==> src/rtl/thiele_pyexec_responder.sv <==
// thiele_pyexec_responder: PYEXEC port responder bridging the CPU to a tagged host mailbox with digest checking
module thiele_pyexec_responder #(
  parameter int unsigned TIMEOUT_CYCLES = 50000,
  parameter logic [31:0] DIGEST_ADDR    = 32'h0000_0005,
  parameter logic [31:0] TIMEOUT_RC     = 32'hFFFF_FFFF
) (
  input  logic        clk,
  input  logic        rst_n,
  input  logic        py_req,
  input  logic [31:0] py_code_addr,
  output logic        py_ack,
  output logic [31:0] py_result,
  output logic        host_req_valid,
  input  logic        host_req_ready,
  output logic [31:0] host_req_addr,
  output logic [7:0]  host_req_tag,
  input  logic        host_rsp_valid,
  input  logic [7:0]  host_rsp_tag,
  input  logic [31:0] host_rsp_rc,
  output logic        busy,
  output logic        digest_valid,
  output logic [31:0] digest_value,
  output logic [4:0]  err_flags,
  output logic [15:0] call_count
);
  typedef enum logic [1:0] {IDLE, ISSUE, WAIT, ACK} state_t;
  state_t      state_q, state_d;
  logic [31:0] cnt_q, cnt_d;
  logic        py_ack_q, py_ack_d;
  logic [31:0] py_result_q, py_result_d;
  logic        valid_q, valid_d;
  logic [31:0] addr_q, addr_d;
  logic [7:0]  tag_q, tag_d;
  logic        busy_q, busy_d;
  logic        dv_q, dv_d;
  logic [31:0] dig_q, dig_d;
  logic [4:0]  err_q, err_d;
  logic [15:0] count_q, count_d;
  logic        rsp_hit;
  assign rsp_hit        = host_rsp_valid && host_rsp_tag == tag_q;
  assign py_ack         = py_ack_q;
  assign py_result      = py_result_q;
  assign host_req_valid = valid_q;
  assign host_req_addr  = addr_q;
  assign host_req_tag   = tag_q;
  assign busy           = busy_q;
  assign digest_valid   = dv_q;
  assign digest_value   = dig_q;
  assign err_flags      = err_q;
  assign call_count     = count_q;
  // Next-state: request issue, response/timeout completion, digest and error bookkeeping
  always_comb begin
    state_d     = state_q;
    cnt_d       = cnt_q;
    py_ack_d    = 1'b0;
    py_result_d = py_result_q;
    valid_d     = valid_q;
    addr_d      = addr_q;
    tag_d       = tag_q;
    dv_d        = dv_q;
    dig_d       = dig_q;
    err_d       = err_q;
    count_d     = count_q;
    unique case (state_q)
      IDLE: if (py_req && !py_ack_q) begin
        addr_d  = py_code_addr;
        tag_d   = tag_q + 8'd1;
        valid_d = 1'b1;
        state_d = ISSUE;
      end
      ISSUE: if (host_req_ready) begin
        valid_d = 1'b0;
        cnt_d   = '0;
        state_d = WAIT;
      end
      WAIT: begin
        if (rsp_hit) begin
          py_result_d = host_rsp_rc;
          py_ack_d    = 1'b1;
          count_d     = count_q + 16'd1;
          state_d     = ACK;
          if (addr_q == DIGEST_ADDR) begin
            if (host_rsp_rc == '0) err_d[1] = 1'b1;
            else if (!dv_q) begin
              dv_d  = 1'b1;
              dig_d = host_rsp_rc;
            end else if (host_rsp_rc != dig_q) err_d[2] = 1'b1;
          end else if (host_rsp_rc != '0) err_d[3] = 1'b1;
        end else if (cnt_q == TIMEOUT_CYCLES) begin
          py_result_d = TIMEOUT_RC;
          py_ack_d    = 1'b1;
          count_d     = count_q + 16'd1;
          err_d[0]    = 1'b1;
          state_d     = ACK;
        end else cnt_d = cnt_q + 32'd1;
        if (host_rsp_valid && !rsp_hit) err_d[4] = 1'b1;
      end
      ACK: state_d = IDLE;
      default: state_d = IDLE;
    endcase
    if (host_rsp_valid && state_q != WAIT) err_d[4] = 1'b1;
    busy_d = state_d != IDLE;
  end
  // State and registered outputs, cleared asynchronously
  always_ff @(posedge clk or negedge rst_n) begin
    if (!rst_n) begin
      state_q     <= IDLE;
      cnt_q       <= '0;
      py_ack_q    <= 1'b0;
      py_result_q <= '0;
      valid_q     <= 1'b0;
      addr_q      <= '0;
      tag_q       <= '0;
      busy_q      <= 1'b0;
      dv_q        <= 1'b0;
      dig_q       <= '0;
      err_q       <= '0;
      count_q     <= '0;
    end else begin
      state_q     <= state_d;
      cnt_q       <= cnt_d;
      py_ack_q    <= py_ack_d;
      py_result_q <= py_result_d;
      valid_q     <= valid_d;
      addr_q      <= addr_d;
      tag_q       <= tag_d;
      busy_q      <= busy_d;
      dv_q        <= dv_d;
      dig_q       <= dig_d;
      err_q       <= err_d;
      count_q     <= count_d;
    end
  end
endmodule
==> config.mk <==
export PLATFORM = sky130hd
export DESIGN_NAME = thiele_pyexec_responder
export DESIGN_NICKNAME = d
export VERILOG_FILES = /design/src/rtl/thiele_pyexec_responder.sv
export SDC_FILE = /design/constraint.sdc
export NUM_CORES = 1
export LEC_CHECK = 0
export BUFFER_PORTS_ARGS = -buffer_cell sky130_fd_sc_hd__buf_4
export CAP_MARGIN = 20
export CORE_MARGIN = 2
export CORE_UTILIZATION = 40
export DETAILED_ROUTE_END_ITERATION = 6
export GPL_TIMING_DRIVEN = 0
export SLEW_MARGIN = 0
export SYNTH_ARGS = -nofsm -noshare
export SYNTH_HDL_FRONTEND = slang
export SYNTH_SLANG_ARGS = --single-unit
==> constraint.sdc <==
create_clock -name clk -period 4.7 [get_ports clk]
set_clock_uncertainty 0.15 [all_clocks]
set_input_delay 0.235 -clock clk [delete_from_list [all_inputs] [get_ports clk]]
set_output_delay 0.235 -clock clk [all_outputs]
set_load 0.1 [all_outputs]
==> results.json <==
{
  "status": "completed",
  "critical_path_class": "reg -> reg",
  "grt_pass1_vias": 6691,
  "fin_crit_sh": 0.591,
  "synth_area_leader_cell": "dfrtp_1",
  "hold_class": "in -> reg",
  "critPathMaxFanout": 10,
  "synth_edf_count": 0,
  "path_clk_slew_ns": 0.06,
  "netlist_area_um2": 7650,
  "grt_util_met3": 0.0760,
  "clock_sinks": 163,
  "cts_resized": 0,
  "cts_buffer_depth": 2,
  "ys_warn_count": 0,
  "synth_area_per_cell_um2": 10.7,
  "synthTopCellsByArea": "dfrtp_1 53%, mux2_2 9.7%, xor2_1 4.7%",
  "powerDensity_nw_per_um2": 560,
  "rsz0062_at_grt": "false",
  "critPathArrivalTime_ns": 2.93,
  "synthMuxAreaShare": 0.104,
  "clock_latency_ns": 0.43,
  "syn2layout_area_growth_pct": 40.7,
  "cts_made_buffers": 17,
  "max_freq_mhz": 360,
  "synth_cell_type_count": 47,
  "yosys.area_share.adder": 0.00654,
  "antenna_found_initial": 0,
  "layout-drive-gt1-share": 0.325,
  "hold_viol": 0,
  "diodes": 0,
  "grt-ovfl-total": 0,
  "fin_crit_ns": 2.78,
  "detailed_place_hpwl_um": 15700,
  "netlist.area_leader.share": 0.533,
  "totalNegativeSetupSlack_ns": 0,
  "core_area_um2": 18800,
  "initial_utilization": 0.408,
  "die_y_um": 142,
  "drc_errors": 0,
  "use_met1": 0.288,
  "num_rows": 50,
  "detail_route.wl_per_cell_um": 17.6,
  "finalMaxSlewViolations": 0,
  "num_vias": 6570,
  "wirelength_um": 22000,
  "nets": 1089,
  "grt_start_max_net_pins": 93,
  "fp.dieW_um": 142,
  "design_area_um2": 10800,
  "cts_tree": "yes",
  "io_pins": 206,
  "grt_pass1_wl_um": 35500,
  "top_usage_layer": "met2",
  "p_leak_uw": 0.00521,
  "synth_fp_nets": 798,
  "place_congestion": 0.820,
  "dieArea_um2": 20300,
  "required_ns": 4.86,
  "setup_viol": 0,
  "ir_drop_uv": 341,
  "drtIter0Drc": 352,
  "synth_flop_cell": "dfrtp_1",
  "synth_seq_cells": 163,
  "yosys.area_share.simple": 0.179,
  "place_area_um2": 9520,
  "synth-xor-area-share": 0.0721,
  "synthArstFlopShare": 1.00,
  "holdWs_ns": 0.0202,
  "end_kind": "flip-flop",
  "worstSetupStartpointType": "flip-flop",
  "seq_area_frac_synth": 0.533,
  "synth-compound-area-share": 0.0788,
  "grt.met2_usage": 0.367,
  "port-buffer-count": 205,
  "worst_pin_slew_ns": 0.757,
  "clockRootBuffer": "clkbuf_16",
  "grt_usage": 0.225,
  "synthCells": 717,
  "maxSlewHeadroom": 0.488,
  "maxCapViolCount": 0,
  "drtAntennaViolNets": 0,
  "cts_max_level": 4,
  "first_pass_iters": 4,
  "synth_top_family_by_area": "simple AND/OR/NAND/NOR gates",
  "vias_per_cell": 5.24
}
[state kept, by name (all words and copies together), names as in the netlist]
signal          flops
busy                1
digest_valid        1
host_req_addr      32
py_result          32
state_q             2
err_flags           5
host_req_tag        8
call_count         16
py_ack              1
digest_value       32
cnt_q              32
host_req_valid      1
[path summary, 6_finish.rpt]
path,to,start,slack [ns],cells after the start
setup reg to reg,host_req_tag[1]$_DFFE_PN0P_,state_q[0]$_DFF_PN0_,1.92,4
hold / removal,state_q[0]$_DFF_PN0_,host_req_ready,0.02,3
max in group asynchronous,cnt_q[30]$_DFFE_PN0P_,rst_n,3.36,3
hold reg to reg,err_flags[3]$_DFFE_PN0P_,err_flags[3]$_DFFE_PN0P_,0.31,1
min in group asynchronous,host_req_addr[18]$_DFFE_PN0P_,rst_n,0.20,2
setup / recovery,host_req_tag[1]$_DFFE_PN0P_,state_q[0]$_DFF_PN0_,1.92,4
[cell usage after synthesis, types with 7 or more instances]
cell / n
mux2_2: 66
xnor2_1: 22
a21oi_1: 42
dfrtp_1: 163
clkbuf_1: 16
a31oi_1: 7
nor2_1: 83
xor2_1: 41
nand3_1: 26
and3_1: 13
inv_1: 8
nor3_1: 9
nand2_1: 43
a21o_1: 10
o21ai_0: 28
nor4_1: 31
nand4_1: 26
buf_2: 15
[kinds of logic after synthesis]
group / Yosys count
AOI/OAI and AO/OA: 105
xor gates and xnor gates: 63
adders and majority gates: 4
buffers and inverters: 45
DFF: 163
muxes: 71
and+or+nand+nor: 266
[cell type report]
cell class	instances	area, µm²
Inverter	8	30.0
Clock buffer	18	439
Buffer	37	180
Multi-Input combinational cell	509	3370
Timing Repair Buffer	272	2230
Tap cell	234	293
Sequential cell	163	4080
Fill cell	1618	8000
Clock inverter	13	151
[power by group]
part / switching, µW / leakage [µW] / internal [µW]
logic: 2090 / 0.00275 / 679
clock network: 609 / 0.000282 / 805
registers: 212 / 0.00218 / 1630
[worst max-delay path, stage by stage, from the launching register on]
cell      delay (ns)
dfrtp_1         0.42
nor4b_1         0.70
clkbuf_1        0.51
buf_1           0.49
mux2_2          0.39
[repair_timing]
action	CTS	global route
endpoints found under the hold margin	169	0
hold buffers	66	0
setup buffers	0	0
setup endpoints to repair	0	0
[through the flow]
stage          setup WS [ns]  utilization  std cells  power, µW
5_1_grt                 1.66        0.574       1254       6280
6_report                1.92        0.574       1254       6030
3_5_place_dp            1.83        0.507       1157       4600
3_3_place_gp            1.77        0.505       1156       4580
4_1_cts                 1.81        0.574       1254       6070
2_1_floorplan           1.88            -        717       3920
[placed cells by master, fill, tap and decap left out, types with 3 or more instances in the layout]
| master | n |
|---|---|
| o31ai_1 | 6 |
| nand2b_1 | 3 |
| a21oi_1 | 42 |
| and3_1 | 13 |
| xnor2_1 | 22 |
| mux2i_1 | 5 |
| inv_1 | 8 |
| dfrtp_1 | 163 |
| inv_6 | 4 |
| nor4_1 | 31 |
| nand4_1 | 26 |
| and4_1 | 6 |
| nand3_1 | 26 |
| clkbuf_1 | 16 |
| xor2_1 | 41 |
| clkinvlp_4 | 3 |
| or3_1 | 5 |
| o21ai_0 | 28 |
| nor2_1 | 83 |
| dlygate4sd3_1 | 66 |
| ha_1 | 4 |
| nand3b_1 | 4 |
| nor3_1 | 9 |
| nor4b_1 | 4 |
| buf_4 | 206 |
| buf_2 | 15 |
| a21o_1 | 10 |
| nand2_1 | 43 |
| mux2_2 | 66 |
| o21ai_1 | 4 |
| clkbuf_16 | 17 |
| a31oi_1 | 7 |
| nor2b_1 | 3 |
[metal layers]
layer  routed length (µm)  vias up
li1                     -     3133
met1                 9510     3219
met2                10700      194
met3                 1520       24
met4                  341        0
met5                    0        -
No activity file was read; power rests on OpenSTA's default activity.
